### src/rtl/uart_rx_cfg_pkg.sv
// Shared UART definitions: FSM state encoding, configuration and status
// records, clamp helpers for the runtime configuration fields and a
// length-masked parity function used by receiver and transmitter.
package uart_rx_cfg_pkg;

  localparam int UART_MAX_W   = 9;
  localparam int MIN_DATA_LEN = 5;
  localparam int MIN_OSM      = 4;
  localparam int BD_DIV_W     = 8;
  localparam int BD_OSM_W     = 5;

  typedef enum logic [2:0] {IDLE, START, DATA, PARITY, STOP} uart_states;

  typedef struct packed {
    logic [3:0] data_len;
    logic       parity_en;
    logic       parity_even;
    logic       two_stop;
  } uart_config_trx;

  typedef struct packed {
    logic [BD_DIV_W-1:0] divisor;
    logic [BD_OSM_W-1:0] osm;
  } uart_config_bdgen;

  typedef struct packed {
    logic parity_err;
    logic frame_err;
    logic break_det;
  } uart_rx_status;

  function automatic logic [3:0] clamp_len(input logic [3:0] len, input int max_len);
    if (int'(len) < MIN_DATA_LEN) return 4'(MIN_DATA_LEN);
    if (int'(len) > max_len) return 4'(max_len);
    return len;
  endfunction

  function automatic logic [BD_OSM_W-1:0] clamp_osm(input logic [BD_OSM_W-1:0] osm);
    if (int'(osm) < MIN_OSM) return BD_OSM_W'(MIN_OSM);
    return osm;
  endfunction

  // Expected parity bit over the low 'len' bits of data.
  function automatic logic calc_parity(input logic [UART_MAX_W-1:0] data,
                                       input logic [3:0] len, input logic even);
    logic p;
    p = 1'b0;
    for (int i = 0; i < UART_MAX_W; i++)
      if (i < int'(len)) p = p ^ data[i];
    return p ^ ~even;
  endfunction

endpackage

### src/rtl/uart_rx_cfg_baud_tick.sv
// uart_baud_tick: free-running divisor counter producing a one-cycle
// oversample tick every divisor+1 clocks.
//   clk, rst_n : clock, async active-low reset
//   divisor    : tick period minus one
//   tick       : one-cycle oversample strobe
module uart_baud_tick #(
  parameter int DIV_W = 8
) (
  input  logic             clk,
  input  logic             rst_n,
  input  logic [DIV_W-1:0] divisor,
  output logic             tick
);

  logic [DIV_W-1:0] cnt;

  // '>=' rather than '==' so a divisor lowered below the running count
  // wraps at once instead of running through the whole counter range.
  assign tick = (cnt >= divisor);

  always_ff @(posedge clk or negedge rst_n) begin
    if (!rst_n) cnt <= '0;
    else        cnt <= tick ? '0 : cnt + 1'b1;
  end

endmodule

### src/rtl/uart_rx_cfg.sv
// uart_rx_cfg: runtime-configurable UART receiver with oversampling,
// 3-sample majority vote and parity/framing/break/overrun detection,
// feeding a single-entry valid/ready output register.
//   cfg_*        : divisor, oversample ratio, data length, parity, stop bits
//   rx_i         : asynchronous serial input (idle high)
//   rx_data/rx_valid/rx_ready : received word handshake
//   parity_err, frame_err, break_det : status of the held word
//   overrun_err  : pulse when a completed frame is dropped
//   busy         : receiver is inside a frame
module uart_rx_cfg import uart_rx_cfg_pkg::*; #(
  parameter int MAX_DATA_W  = 9,
  parameter int DIV_W       = 8,
  parameter int OSM_W       = 5,
  parameter int SYNC_STAGES = 2
) (
  input  logic                  clk,
  input  logic                  rst_n,
  input  logic [DIV_W-1:0]      cfg_divisor,
  input  logic [OSM_W-1:0]      cfg_osm,
  input  logic [3:0]            cfg_data_len,
  input  logic                  cfg_parity_en,
  input  logic                  cfg_parity_even,
  input  logic [1:0]            cfg_stop_len,
  input  logic                  rx_i,
  output logic [MAX_DATA_W-1:0] rx_data,
  output logic                  rx_valid,
  input  logic                  rx_ready,
  output logic                  parity_err,
  output logic                  frame_err,
  output logic                  break_det,
  output logic                  overrun_err,
  output logic                  busy
);

  uart_states state, state_n;
  uart_config_trx trx_l;
  uart_config_bdgen bd_l;
  uart_rx_status status_q;

  logic [SYNC_STAGES-1:0] sync_q;
  logic rx_s, rx_prev, start_edge, tick;
  logic [DIV_W-1:0] tick_div;
  logic [OSM_W-1:0] osm_l, half, sample_cnt;
  logic [3:0] bit_cnt;
  logic stop_cnt, s0, s1, maj;
  logic samp_a, samp_b, samp_mid, bit_end, last_data, last_stop, complete;
  logic [MAX_DATA_W-1:0] data_sr;
  logic [UART_MAX_W-1:0] par_data;
  logic par_exp, zero_q, par_q, frm_q, brk_q, frm_now, brk_now;

  always_ff @(posedge clk or negedge rst_n) begin
    if (!rst_n) begin
      sync_q  <= '1;
      rx_prev <= 1'b1;
    end else begin
      sync_q  <= {sync_q[SYNC_STAGES-2:0], rx_i};
      rx_prev <= rx_s;
    end
  end

  assign rx_s       = sync_q[SYNC_STAGES-1];
  assign start_edge = rx_prev & ~rx_s;

  // While idle the tick follows the live divisor; inside a frame it uses
  // the value captured at the start edge.
  assign tick_div = (state == IDLE) ? cfg_divisor : DIV_W'(bd_l.divisor);

  uart_baud_tick #(.DIV_W(DIV_W)) u_baud_tick (
    .clk     (clk),
    .rst_n   (rst_n),
    .divisor (tick_div),
    .tick    (tick)
  );

  assign osm_l     = OSM_W'(bd_l.osm);
  assign half      = osm_l >> 1;
  assign samp_a    = tick && (sample_cnt == half - 1'b1);
  assign samp_b    = tick && (sample_cnt == half);
  assign samp_mid  = tick && (sample_cnt == half + 1'b1);
  assign bit_end   = tick && (sample_cnt == osm_l - 1'b1);
  assign maj       = (s0 & s1) | (s0 & rx_s) | (s1 & rx_s);
  assign last_data = (bit_cnt == trx_l.data_len - 4'd1);
  assign last_stop = (stop_cnt == trx_l.two_stop);
  // Completion at the last stop bit's mid-sample so a start bit that
  // follows immediately is still seen from IDLE.
  assign complete  = (state == STOP) && samp_mid && last_stop;
  assign frm_now   = frm_q | ~maj;
  assign brk_now   = (stop_cnt == 1'b0) ? (zero_q & ~maj) : brk_q;

  always_comb begin
    par_data = '0;
    par_data[MAX_DATA_W-1:0] = data_sr;
    par_exp = calc_parity(par_data, trx_l.data_len, trx_l.parity_even);
  end

  always_ff @(posedge clk or negedge rst_n) begin
    if (!rst_n) state <= IDLE;
    else        state <= state_n;
  end

  always_comb begin
    state_n = state;
    case (state)
      IDLE:    if (start_edge) state_n = START;
      START:   if (samp_mid && maj) state_n = IDLE;
               else if (bit_end) state_n = DATA;
      DATA:    if (bit_end && last_data) state_n = trx_l.parity_en ? PARITY : STOP;
      PARITY:  if (bit_end) state_n = STOP;
      STOP:    if (complete) state_n = IDLE;
      default: state_n = IDLE;
    endcase
  end

  // Frame datapath: config capture, sample counting, majority samples,
  // data shift and per-frame error accumulation.
  always_ff @(posedge clk or negedge rst_n) begin
    if (!rst_n) begin
      trx_l      <= '0;
      bd_l       <= '0;
      sample_cnt <= '0;
      bit_cnt    <= '0;
      stop_cnt   <= 1'b0;
      s0         <= 1'b1;
      s1         <= 1'b1;
      data_sr    <= '0;
      zero_q     <= 1'b0;
      par_q      <= 1'b0;
      frm_q      <= 1'b0;
      brk_q      <= 1'b0;
    end else if (state == IDLE) begin
      if (start_edge) begin
        trx_l.data_len    <= clamp_len(cfg_data_len, MAX_DATA_W);
        trx_l.parity_en   <= cfg_parity_en;
        trx_l.parity_even <= cfg_parity_even;
        trx_l.two_stop    <= (cfg_stop_len != 2'd0);
        bd_l.divisor      <= BD_DIV_W'(cfg_divisor);
        bd_l.osm          <= clamp_osm(BD_OSM_W'(cfg_osm));
        sample_cnt        <= '0;
        bit_cnt           <= '0;
        stop_cnt          <= 1'b0;
        data_sr           <= '0;
        zero_q            <= 1'b1;
        par_q             <= 1'b0;
        frm_q             <= 1'b0;
        brk_q             <= 1'b0;
      end
    end else begin
      if (tick) sample_cnt <= bit_end ? '0 : sample_cnt + 1'b1;
      if (samp_a) s0 <= rx_s;
      if (samp_b) s1 <= rx_s;
      case (state)
        DATA: begin
          if (samp_mid) begin
            data_sr[bit_cnt] <= maj;
            if (maj) zero_q <= 1'b0;
          end
          if (bit_end) bit_cnt <= bit_cnt + 4'd1;
        end
        PARITY: begin
          if (samp_mid) begin
            par_q <= (maj != par_exp);
            if (maj) zero_q <= 1'b0;
          end
        end
        STOP: begin
          if (samp_mid) begin
            if (!maj) frm_q <= 1'b1;
            if (stop_cnt == 1'b0) brk_q <= zero_q & ~maj;
          end
          if (bit_end && !last_stop) stop_cnt <= 1'b1;
        end
        default: ;
      endcase
    end
  end

  // Single-entry output register; a frame finishing while a word is
  // still held and not being accepted is dropped and flagged.
  always_ff @(posedge clk or negedge rst_n) begin
    if (!rst_n) begin
      rx_data     <= '0;
      rx_valid    <= 1'b0;
      status_q    <= '0;
      overrun_err <= 1'b0;
    end else begin
      overrun_err <= 1'b0;
      if (complete && (!rx_valid || rx_ready)) begin
        rx_data             <= data_sr;
        rx_valid            <= 1'b1;
        status_q.parity_err <= par_q;
        status_q.frame_err  <= frm_now | brk_now;
        status_q.break_det  <= brk_now;
      end else if (complete) begin
        overrun_err <= 1'b1;
      end else if (rx_valid && rx_ready) begin
        rx_valid <= 1'b0;
      end
    end
  end

  assign parity_err = status_q.parity_err;
  assign frame_err  = status_q.frame_err;
  assign break_det  = status_q.break_det;
  assign busy       = (state != IDLE);

endmodule
### config.mk
export PLATFORM = sky130hd
export DESIGN_NAME = uart_rx_cfg
export DESIGN_NICKNAME = d
export VERILOG_FILES = /design/src/rtl/uart_rx_cfg_pkg.sv /design/src/rtl/uart_rx_cfg_baud_tick.sv /design/src/rtl/uart_rx_cfg.sv
export SDC_FILE = /design/constraint.sdc
export NUM_CORES = 1
export LEC_CHECK = 0
export BUFFER_PORTS_ARGS = -buffer_cell sky130_fd_sc_hd__buf_2
export CAP_MARGIN = 10
export CORE_MARGIN = 8
export CORE_UTILIZATION = 45
export CTS_CLUSTER_SIZE = 10
export DETAILED_ROUTE_END_ITERATION = 16
export PLACE_DENSITY = 0.65
export SETUP_SLACK_MARGIN = 0.5
export SLEW_MARGIN = 5
export SYNTH_ARGS = -nofsm -noshare
export SYNTH_HDL_FRONTEND = slang
export SYNTH_SLANG_ARGS = --single-unit
### constraint.sdc
create_clock -name clk -period 6.85 [get_ports clk]
set_input_delay 0.3425 -clock clk [delete_from_list [all_inputs] [get_ports clk]]
set_output_delay 0.3425 -clock clk [all_outputs]
set_load 0.01 [all_outputs]
==> run summary, run 1 <==
via-per-instance ratio - 5.37
Crit Path Class - reg -> reg
required time reported for the critical path endpoint - 7.12 ns
vertical die dimension - 115 um
total length of routed wires - 9720 um
count of vias placed by the detailed router - 3368
Port-buffer cells - 39
total inserted antenna cells - 0
yosys warns - 0
Placement Cell Area - 4680 um^2
CTS root buf - sky130_fd_sc_hd__clkbuf_8
number of antenna violations at the first check in global routing - 0
number of different library cells in the post-synthesis netlist - 68
fraction of layout instances using a drive strength above 1 - 18.2%
Final nets - 536
Remaining DRCs - 0
number of placed instances with taps included - 611
setup TNS after final layout - 0 ns
final hold viol count - 0
Synth async-reset ratio - 100%
synth-to-layout area growth - 11.0%
Gates resized, CTS repair - 0
Avg Synthesized Cell Area - 9.60 um^2
max-cap violation count - 0
All-Layer GR Usage - 15.6%
static leakage power - 2.31 nW
post-synthesis cell count - 462
WHS Path Cells - 1
count of endpoints failing setup in the final report - 0
final antenna-violating net count - 0
maximum VDD drop - 0.157 mV
starting density of the core - 45.8%
kind of start point of the critical path - flop
path category of the worst min-delay check - in -> reg
Worst EP arrival - 5.00 ns
top-level port count - 40
Final Non-Filler Cells - 627
Die Area - 13300 um^2
critical-path maximum fanout - 14
number of buffers on the longest clock path - 2
total iterations of the first detailed-routing run - 4
total gr overflow - 0
placeable core region - 9680 um^2
total setup buffers inserted after CTS - 0
nets in the synthesized netlist - 509
final design area excluding fillers - 4920 um^2
via count of the first global-routing pass - 3416
detailed router's first-iteration violation count - 150
final routed wire length divided by cell count - 15.5 um
sequential element share of the synthesized area - 41.3%
final count of pins violating max slew - 0
first-pass GRT wire length - 16500 um
total of flip-flops plus latches after synthesis - 73
endpoint class of the critical path - flop
final setup skew - 0.00777 ns
latest clock arrival within the worst-skew pair - 0.34 ns
clock buffer count from CTS - 9
last weighted congestion value of the routability-driven placer - 0.878
slew at the pin with the worst max-slew slack - 1.08 ns
power per standard cell area - 284 nW/um^2
achievable frequency - 212 MHz
largest net degree at the start of global routing - 74
Mapped Area - 4430 um^2
worst relative slew slack - 27.6%
clock tree from TritonCTS - yes
depth of the worst register-to-register path - 13
die width - 115 um
most used flip-flop cell after synthesis - sky130_fd_sc_hd__dfrtp_1
row count - 36
clock slew at the register clock pins of the worst setup and hold paths - 0.08 ns
Sinks on Clock Net - 73
number of enable flip-flop cells after synthesis - 0
total number of H-tree levels - 3
time the final worst path needs with I/O delays and setup - 4.72 ns
Final HPWL DP - 7060 um
unrepaired setup endpoints after global routing - no
Post-CTS Hold Fix Bufs - 0
outcome - finished, final reports clean
share of the clock period used by the worst path - 69.0%
-- per-stage QoR --
stage / utilization, % / total power [mW] / worst slack [ns] / hold slack [ns]
after floorplan: - / 0.898 / 3.59 / 0.0469
after global placement: 48.3 / 0.973 / 2.37 / 0.347
after detailed placement: 48.3 / 0.996 / 2.16 / 0.351
after CTS: 50.8 / 1.41 / 2.12 / 0.0798
after global routing: 50.8 / 1.49 / 1.75 / 0.0690
final: 50.8 / 1.40 / 2.13 / 0.0929
-- worst max-delay path: stages, from the launching register on --
cell and delay (ns):
sky130_fd_sc_hd__dfrtp_1 0.47, sky130_fd_sc_hd__or2_1 0.42, sky130_fd_sc_hd__nor2_1 0.89, sky130_fd_sc_hd__inv_2 0.23
sky130_fd_sc_hd__nand2_1 0.13, sky130_fd_sc_hd__nand2_1 0.07, sky130_fd_sc_hd__ha_1 0.26, sky130_fd_sc_hd__nand2b_1 0.10
sky130_fd_sc_hd__a211oi_1 0.08, sky130_fd_sc_hd__o21a_1 0.29, sky130_fd_sc_hd__nor2_1 0.66, sky130_fd_sc_hd__nand2_1 0.30
sky130_fd_sc_hd__nor4_1 0.37, sky130_fd_sc_hd__mux2_2 0.38
-- cell usage after synthesis, types with 2 or more instances --
master | count | area, um^2
sky130_fd_sc_hd__o21a_1 | 4 | 30.0
sky130_fd_sc_hd__a21oi_1 | 16 | 80.1
sky130_fd_sc_hd__clkbuf_1 | 11 | 41.3
sky130_fd_sc_hd__o31ai_1 | 11 | 82.6
sky130_fd_sc_hd__maj3_1 | 2 | 20.0
sky130_fd_sc_hd__buf_4 | 2 | 15.0
sky130_fd_sc_hd__xor2_1 | 20 | 175
sky130_fd_sc_hd__a21oi_2 | 3 | 26.3
sky130_fd_sc_hd__dfrtp_1 | 68 | 1700
sky130_fd_sc_hd__nor3b_1 | 2 | 15.0
sky130_fd_sc_hd__mux2_2 | 6 | 67.6
sky130_fd_sc_hd__o21ai_0 | 19 | 95.1
sky130_fd_sc_hd__mux2_4 | 6 | 90.1
sky130_fd_sc_hd__dfstp_2 | 5 | 131
sky130_fd_sc_hd__xnor2_1 | 17 | 149
sky130_fd_sc_hd__a211oi_1 | 6 | 45.0
sky130_fd_sc_hd__o211ai_1 | 3 | 22.5
sky130_fd_sc_hd__nor2b_1 | 6 | 37.5
sky130_fd_sc_hd__nor3_1 | 6 | 30.0
sky130_fd_sc_hd__or3_1 | 3 | 18.8
sky130_fd_sc_hd__nand3b_1 | 3 | 22.5
sky130_fd_sc_hd__nor4_1 | 2 | 12.5
sky130_fd_sc_hd__nand4_1 | 8 | 50.1
sky130_fd_sc_hd__o32ai_1 | 2 | 17.5
sky130_fd_sc_hd__nor2_1 | 36 | 135
sky130_fd_sc_hd__nand2_1 | 86 | 323
sky130_fd_sc_hd__o22ai_1 | 2 | 12.5
sky130_fd_sc_hd__buf_6 | 3 | 33.8
sky130_fd_sc_hd__nand2b_1 | 4 | 25.0
sky130_fd_sc_hd__buf_2 | 7 | 35.0
sky130_fd_sc_hd__xnor3_1 | 2 | 45.0
sky130_fd_sc_hd__inv_1 | 11 | 41.3
sky130_fd_sc_hd__o2111ai_1 | 2 | 17.5
sky130_fd_sc_hd__nand3_1 | 14 | 70.1
sky130_fd_sc_hd__ha_1 | 22 | 275
sky130_fd_sc_hd__mux2i_1 | 9 | 90.1
sky130_fd_sc_hd__nor4_4 | 2 | 42.5
-- flip-flops by register name (all words and copies together) (netlist names) --
register	cells
rx_data	9
sample_cnt	5
frm_q	1
u_baud_tick.cnt	8
bd_l	8
par_q	1
bit_cnt	4
s1	1
sync_q	2
trx_l	7
data_sr	9
zero_q	1
rx_prev	1
overrun_err	1
stop_cnt	1
parity_err	1
state	3
frame_err	1
s0	1
osm_l	5
brk_q	1
rx_valid	1
break_det	1
-- cell type report --
| class | count | area [um^2] |
|---|---|---|
| flip-flops and latches | 73 | 1830 |
| inverters | 12 | 45.0 |
| clock buffers | 11 | 141 |
| well taps | 133 | 166 |
| multi-input cells | 353 | 2430 |
| fillers | 903 | 4760 |
| clock inverters | 5 | 103 |
| repair buffers | 40 | 205 |
-- per-layer routing --
metal | part of all wire (%) | vias up | GRT usage [%] | wire [um]
li1 | - | 1666 | - | -
met1 | 46 | 1633 | 19.0 | 4520
met2 | 49 | 61 | 26.9 | 4730
met3 | 3.9 | 8 | 3.89 | 382
met4 | 0.86 | 0 | 3.85 | 84
met5 | 0 | - | 0 | 0
-- cells in the final DEF (no fill, tap or decap), types with 8 or more instances in the layout --
master,count
sky130_fd_sc_hd__xnor2_1,17
sky130_fd_sc_hd__dfrtp_1,68
sky130_fd_sc_hd__inv_1,11
sky130_fd_sc_hd__clkbuf_8,10
sky130_fd_sc_hd__o21ai_0,19
sky130_fd_sc_hd__buf_2,38
sky130_fd_sc_hd__nor2_1,35
sky130_fd_sc_hd__nand4_1,8
sky130_fd_sc_hd__o31ai_1,11
sky130_fd_sc_hd__nand2_1,86
sky130_fd_sc_hd__ha_1,22
sky130_fd_sc_hd__mux2i_1,9
sky130_fd_sc_hd__xor2_1,20
sky130_fd_sc_hd__a21oi_1,16
sky130_fd_sc_hd__nand3_1,14
-- report_power, final --
part           switching, mW  total [mW]  internal [mW]  leakage (nW)
clock network          0.161       0.412          0.251         0.120
logic                  0.218       0.390          0.172          1.28
registers              0.102       0.597          0.495         0.915
total                  0.481        1.40          0.919          2.31
-- kinds of logic (layout without fill, tap and decap cells) --
logic type                 count (synthesis)  in the layout  share of synthesized area, %
and+or+nand+nor                          186            186                          21.3
AOI/OAI and AO/OA                         82             82                          12.5
xor gates and xnor gates                  40             40                          8.69
buffers and inverters                     36             68                          3.92
muxes                                     21             21                          5.59
adders and majority gates                 24             24                          6.66
DFF                                       73             73                          41.3
-- path summary, 6_finish.rpt --
path	slack, ns	endpoint	start
worst max-delay path	2.13	s0$_DFFE_PN1P_	state[0]$_DFFE_PN0P_
worst min-delay path	0.09	sync_q[0]$_DFF_PN1_	rx_i
worst max register to register	2.13	s0$_DFFE_PN1P_	state[0]$_DFFE_PN0P_
worst min register to register	0.36	sync_q[1]$_DFF_PN1_	sync_q[0]$_DFF_PN1_
max in group asynchronous	6.12	bd_l[6]$_DFFE_PN0P_	rst_n
min in group asynchronous	0.13	parity_err$_DFFE_PN0P_	rst_n
Power figures use the tool's default switching activity.
==> inputs of run 2 (changes only) <==
- ABC_AREA: default -> 1
- clock period: 6.85 -> 4.6 ns (I/O delays scaled with it)
==> run summary, run 2 <==
achievable frequency - 305 MHz (+44%)
kind of start point of the critical path - flop
Final HPWL DP - 6990 um (-1.1%)
power per standard cell area - 230 nW/um^2 (-19%)
last weighted congestion value of the routability-driven placer - 0.876 (-0.26%)
M3 GR Usage - 5.01% (+1.1 points)
CTS root buf - sky130_fd_sc_hd__clkbuf_8
final design area excluding fillers - 4820 um^2 (-2.1%)
fraction of layout instances using a drive strength above 1 - 12.7% (-5.5 points)
overall power of the completed layout - 1.11 mW (-21%)
Cell Chain, Critical Path - nor2_1 > inv_2 > nor2_4 > inv_2 > nand2_1 > o21ai_0 > ha_1 > inv_1 > a21oi_1 > o21ai_0 > nand2_1 > nand3_2 > nand2_1 > nand2_4 > nand2_2 > nor2_4 > o21ai_0 > nand2_1 > nand2_1
clock tree from TritonCTS - yes
number of buffers on the longest clock path - 2 (unchanged)
total number of H-tree levels - 3 (unchanged)
total length of routed wires - 9410 um (-3.2%)
total inserted antenna cells - 0 (unchanged)
post-synthesis cell count - 577 (+25%)
most crowded layer after global routing - met2
count of endpoints failing setup in the final report - 0 (unchanged)
post-route core utilization - 50.2% (-0.59 points)
met2 GRT Util - 25.8% (-1.1 points)
Synth top area share - 39.0% (+0.65 points)
maximum VDD drop - 0.160 mV (+1.8%)
final routed wire length divided by cell count - 12.5 um (-19%)
slew at the pin with the worst max-slew slack - 0.913 ns (-0.169 ns)
max-cap violation count - 0 (unchanged)
total of flip-flops plus latches after synthesis - 73 (unchanged)
Top cell by count, worst path - sky130_fd_sc_hd__nand2_1
min setup slack post-route - 1.32 ns (-0.806 ns)
Crit Path Class - reg -> reg
via count of the first global-routing pass - 3457 (+1.2%)
final hold slack - 0.00900 ns (-0.0839 ns)
Remaining DRCs - 0 (unchanged)
number of antenna violations at the first check in global routing - 0 (unchanged)
latest clock arrival within the worst-skew pair - 0.35 ns (about the same)
static leakage power - 2.54 nW (+10%)
critical-path maximum fanout - 19 (+5)
endpoint class of the critical path - flop
total setup buffers inserted after CTS - 0 (unchanged)
share of the clock period used by the worst path - 71.3% (+2.3 points)
Sinks on Clock Net - 73 (unchanged)
cells taking the most area after synthesis - sky130_fd_sc_hd__dfrtp_1, sky130_fd_sc_hd__nand2_1, sky130_fd_sc_hd__ha_1, sky130_fd_sc_hd__inv_1, sky130_fd_sc_hd__o21ai_0
Regs by FF count - data_sr: 9 flops, rx_data: 9 flops
unrepaired setup endpoints after global routing - no
Final nets - 663 (+24%)
total iterations of the first detailed-routing run - 4 (unchanged)
Avg Synthesized Cell Area - 7.55 um^2 (-21%)
number of placed instances with taps included - 737 (+21%)
Mapped Area - 4360 um^2 (-1.7%)
final count of pins violating max slew - 0 (unchanged)
top library cells by usage in the layout, fill and taps aside - sky130_fd_sc_hd__nand2_1, sky130_fd_sc_hd__inv_1, sky130_fd_sc_hd__dfrtp_1
synth-to-layout area growth - 10.6%
top-level port count - 40 (unchanged)
total gr overflow - 0 (unchanged)
Placement Setup Slack - 1.33 ns (-0.822 ns)
vertical die dimension - 114 um (-0.72%)
commonest non-fill, non-tap cell in the layout - sky130_fd_sc_hd__nand2_1
cell family with the largest share of critical-path delay - simple AND/OR/NAND/NOR gates
setup TNS after final layout - 0 ns (unchanged)
detailed router's first-iteration violation count - 170 (+13%)
nets in the synthesized netlist - 624 (+23%)
number of enable flip-flop cells after synthesis - 0 (unchanged)
first-pass GRT wire length - 16000 um (-3.3%)
worst relative slew slack - 39.1% (+12 points)
dominant cell type by area after synthesis - sky130_fd_sc_hd__dfrtp_1
placeable core region - 9590 um^2 (-0.93%)
sequential element share of the synthesized area - 42.0% (+0.70 points)
time the final worst path needs with I/O delays and setup - 3.28 ns (-1.44 ns)
Die Area - 13100 um^2 (-1.4%)
clock buffer count from CTS - 9 (unchanged)
final setup skew - 0.0111 ns (+0.00333 ns)
yosys warns - 0 (unchanged)
path category of the worst min-delay check - in -> async
final antenna-violating net count - 0 (unchanged)
outcome - finished, final reports clean
All-Layer GR Usage - 15.4% (-0.19 points)
most used standard cell by instance count after synthesis - sky130_fd_sc_hd__nand2_1
die width - 114 um (-0.72%)
number of buffer and inverter stages on the critical path - 3 (+2)
largest net degree at the start of global routing - 74 (unchanged)
Final Non-Filler Cells - 754 (+20%)
count of vias placed by the detailed router - 3655 (+8.5%)
clock slew at the register clock pins of the worst setup and hold paths - 0.08 ns (about the same)
Worst EP arrival - 3.52 ns (-1.48 ns)
required time reported for the critical path endpoint - 4.84 ns (-2.28 ns)
Gates resized, CTS repair - 0 (unchanged)
most used flip-flop cell after synthesis - sky130_fd_sc_hd__dfrtp_1
maximum single-stage delay on the critical path - 0.41 ns (-0.48 ns)
met1 routing resource usage after global routing - 18.0% (-0.95 points)
slowest CP cell - sky130_fd_sc_hd__dfrtp_1
via-per-instance ratio - 4.85 (-9.8%)
Synth async-reset ratio - 100% (unchanged)
Placement Cell Area - 4650 um^2 (-0.54%)
final hold viol count - 0 (unchanged)
row count - 36 (unchanged)
fill cell total of the finished layout - 970 (+7.4%)
most common library cells after synthesis - sky130_fd_sc_hd__nand2_1, sky130_fd_sc_hd__inv_1, sky130_fd_sc_hd__dfrtp_1
number of different library cells in the post-synthesis netlist - 39 (-43%)
starting density of the core - 45.4% (-0.34 points)
Post-CTS Hold Fix Bufs - 1 (+1)
Port-buffer cells - 39 (unchanged)
[run 2: changes by cell type after synthesis, moves of 9 or more]
cell | previous run | this run
sky130_fd_sc_hd__mux2i_1 | 9 | 0
sky130_fd_sc_hd__nand3_1 | 14 | 45
sky130_fd_sc_hd__o21ai_0 | 19 | 46
sky130_fd_sc_hd__inv_1 | 11 | 71
sky130_fd_sc_hd__o31ai_1 | 11 | 2
sky130_fd_sc_hd__nor2_1 | 36 | 54
sky130_fd_sc_hd__nand2_1 | 86 | 165
sky130_fd_sc_hd__xnor2_1 | 17 | 6
sky130_fd_sc_hd__xor2_1 | 20 | 10
[run 2: cell families (layout without fill, tap and decap cells)]
family                   count (synthesis)  in the layout  synth area share [%]
buffers and inverters                   89            133                  8.24
XOR/XNOR                                16             16                  3.21
adder cells (fa/ha/maj)                 22             22                  6.31
AO/OA/AOI/OAI                           84             84                  11.0
AND/OR/NAND/NOR                        293            293                  29.2
flip-flops                              73             73                  42.0
[run 2: metal layers]
metal	vias to the layer above	part of all wire, %
met5	-	0
met1	1662	47
met3	9	4.0
met4	0	1.5
li1	1925	-
met2	59	48
[run 2: report_power, final]
| part | internal [mW] | total (mW) | switching (mW) |
|---|---|---|---|
| Sequential | 0.645 | 0.646 | 0.00178 |
| Combinational | 0.0107 | 0.0329 | 0.0221 |
| Clock | 0.195 | 0.429 | 0.234 |
| Total | 0.850 | 1.11 | 0.258 |
[run 2: layout make-up]
| type | count | area, um^2 | area share [%] |
|---|---|---|---|
| Inverter | 77 | 289 | 6.00 |
| Sequential cell | 73 | 1830 | 38.0 |
| Multi-Input combinational cell | 415 | 2170 | 45.0 |
| Timing Repair Buffer | 40 | 208 | 4.31 |
| Tap cell | 133 | 166 | 3.45 |
| Clock inverter | 3 | 17.5 | 0.363 |
| Clock buffer | 13 | 139 | 2.88 |
[run 2: final timing paths]
| kind | from | to | slack, ns | cells past startpoint |
|---|---|---|---|---|
| max in group asynchronous | rst_n | state[1]$_DFFE_PN0P_ | 4.00 | 1 |
| max reg2reg | state[2]$_DFFE_PN0P_ | data_sr[3]$_DFFE_PN0P_ | 1.32 | 19 |
| min in group clk | cfg_parity_en | trx_l[2]$_DFFE_PN0P_ | 0.07 | 3 |
| max | state[2]$_DFFE_PN0P_ | data_sr[3]$_DFFE_PN0P_ | 1.32 | 19 |
| min reg2reg | sync_q[0]$_DFF_PN1_ | sync_q[1]$_DFF_PN1_ | 0.36 | 0 |
| min | rst_n | bd_l[10]$_DFFE_PN0P_ | 0.009 | 1 |
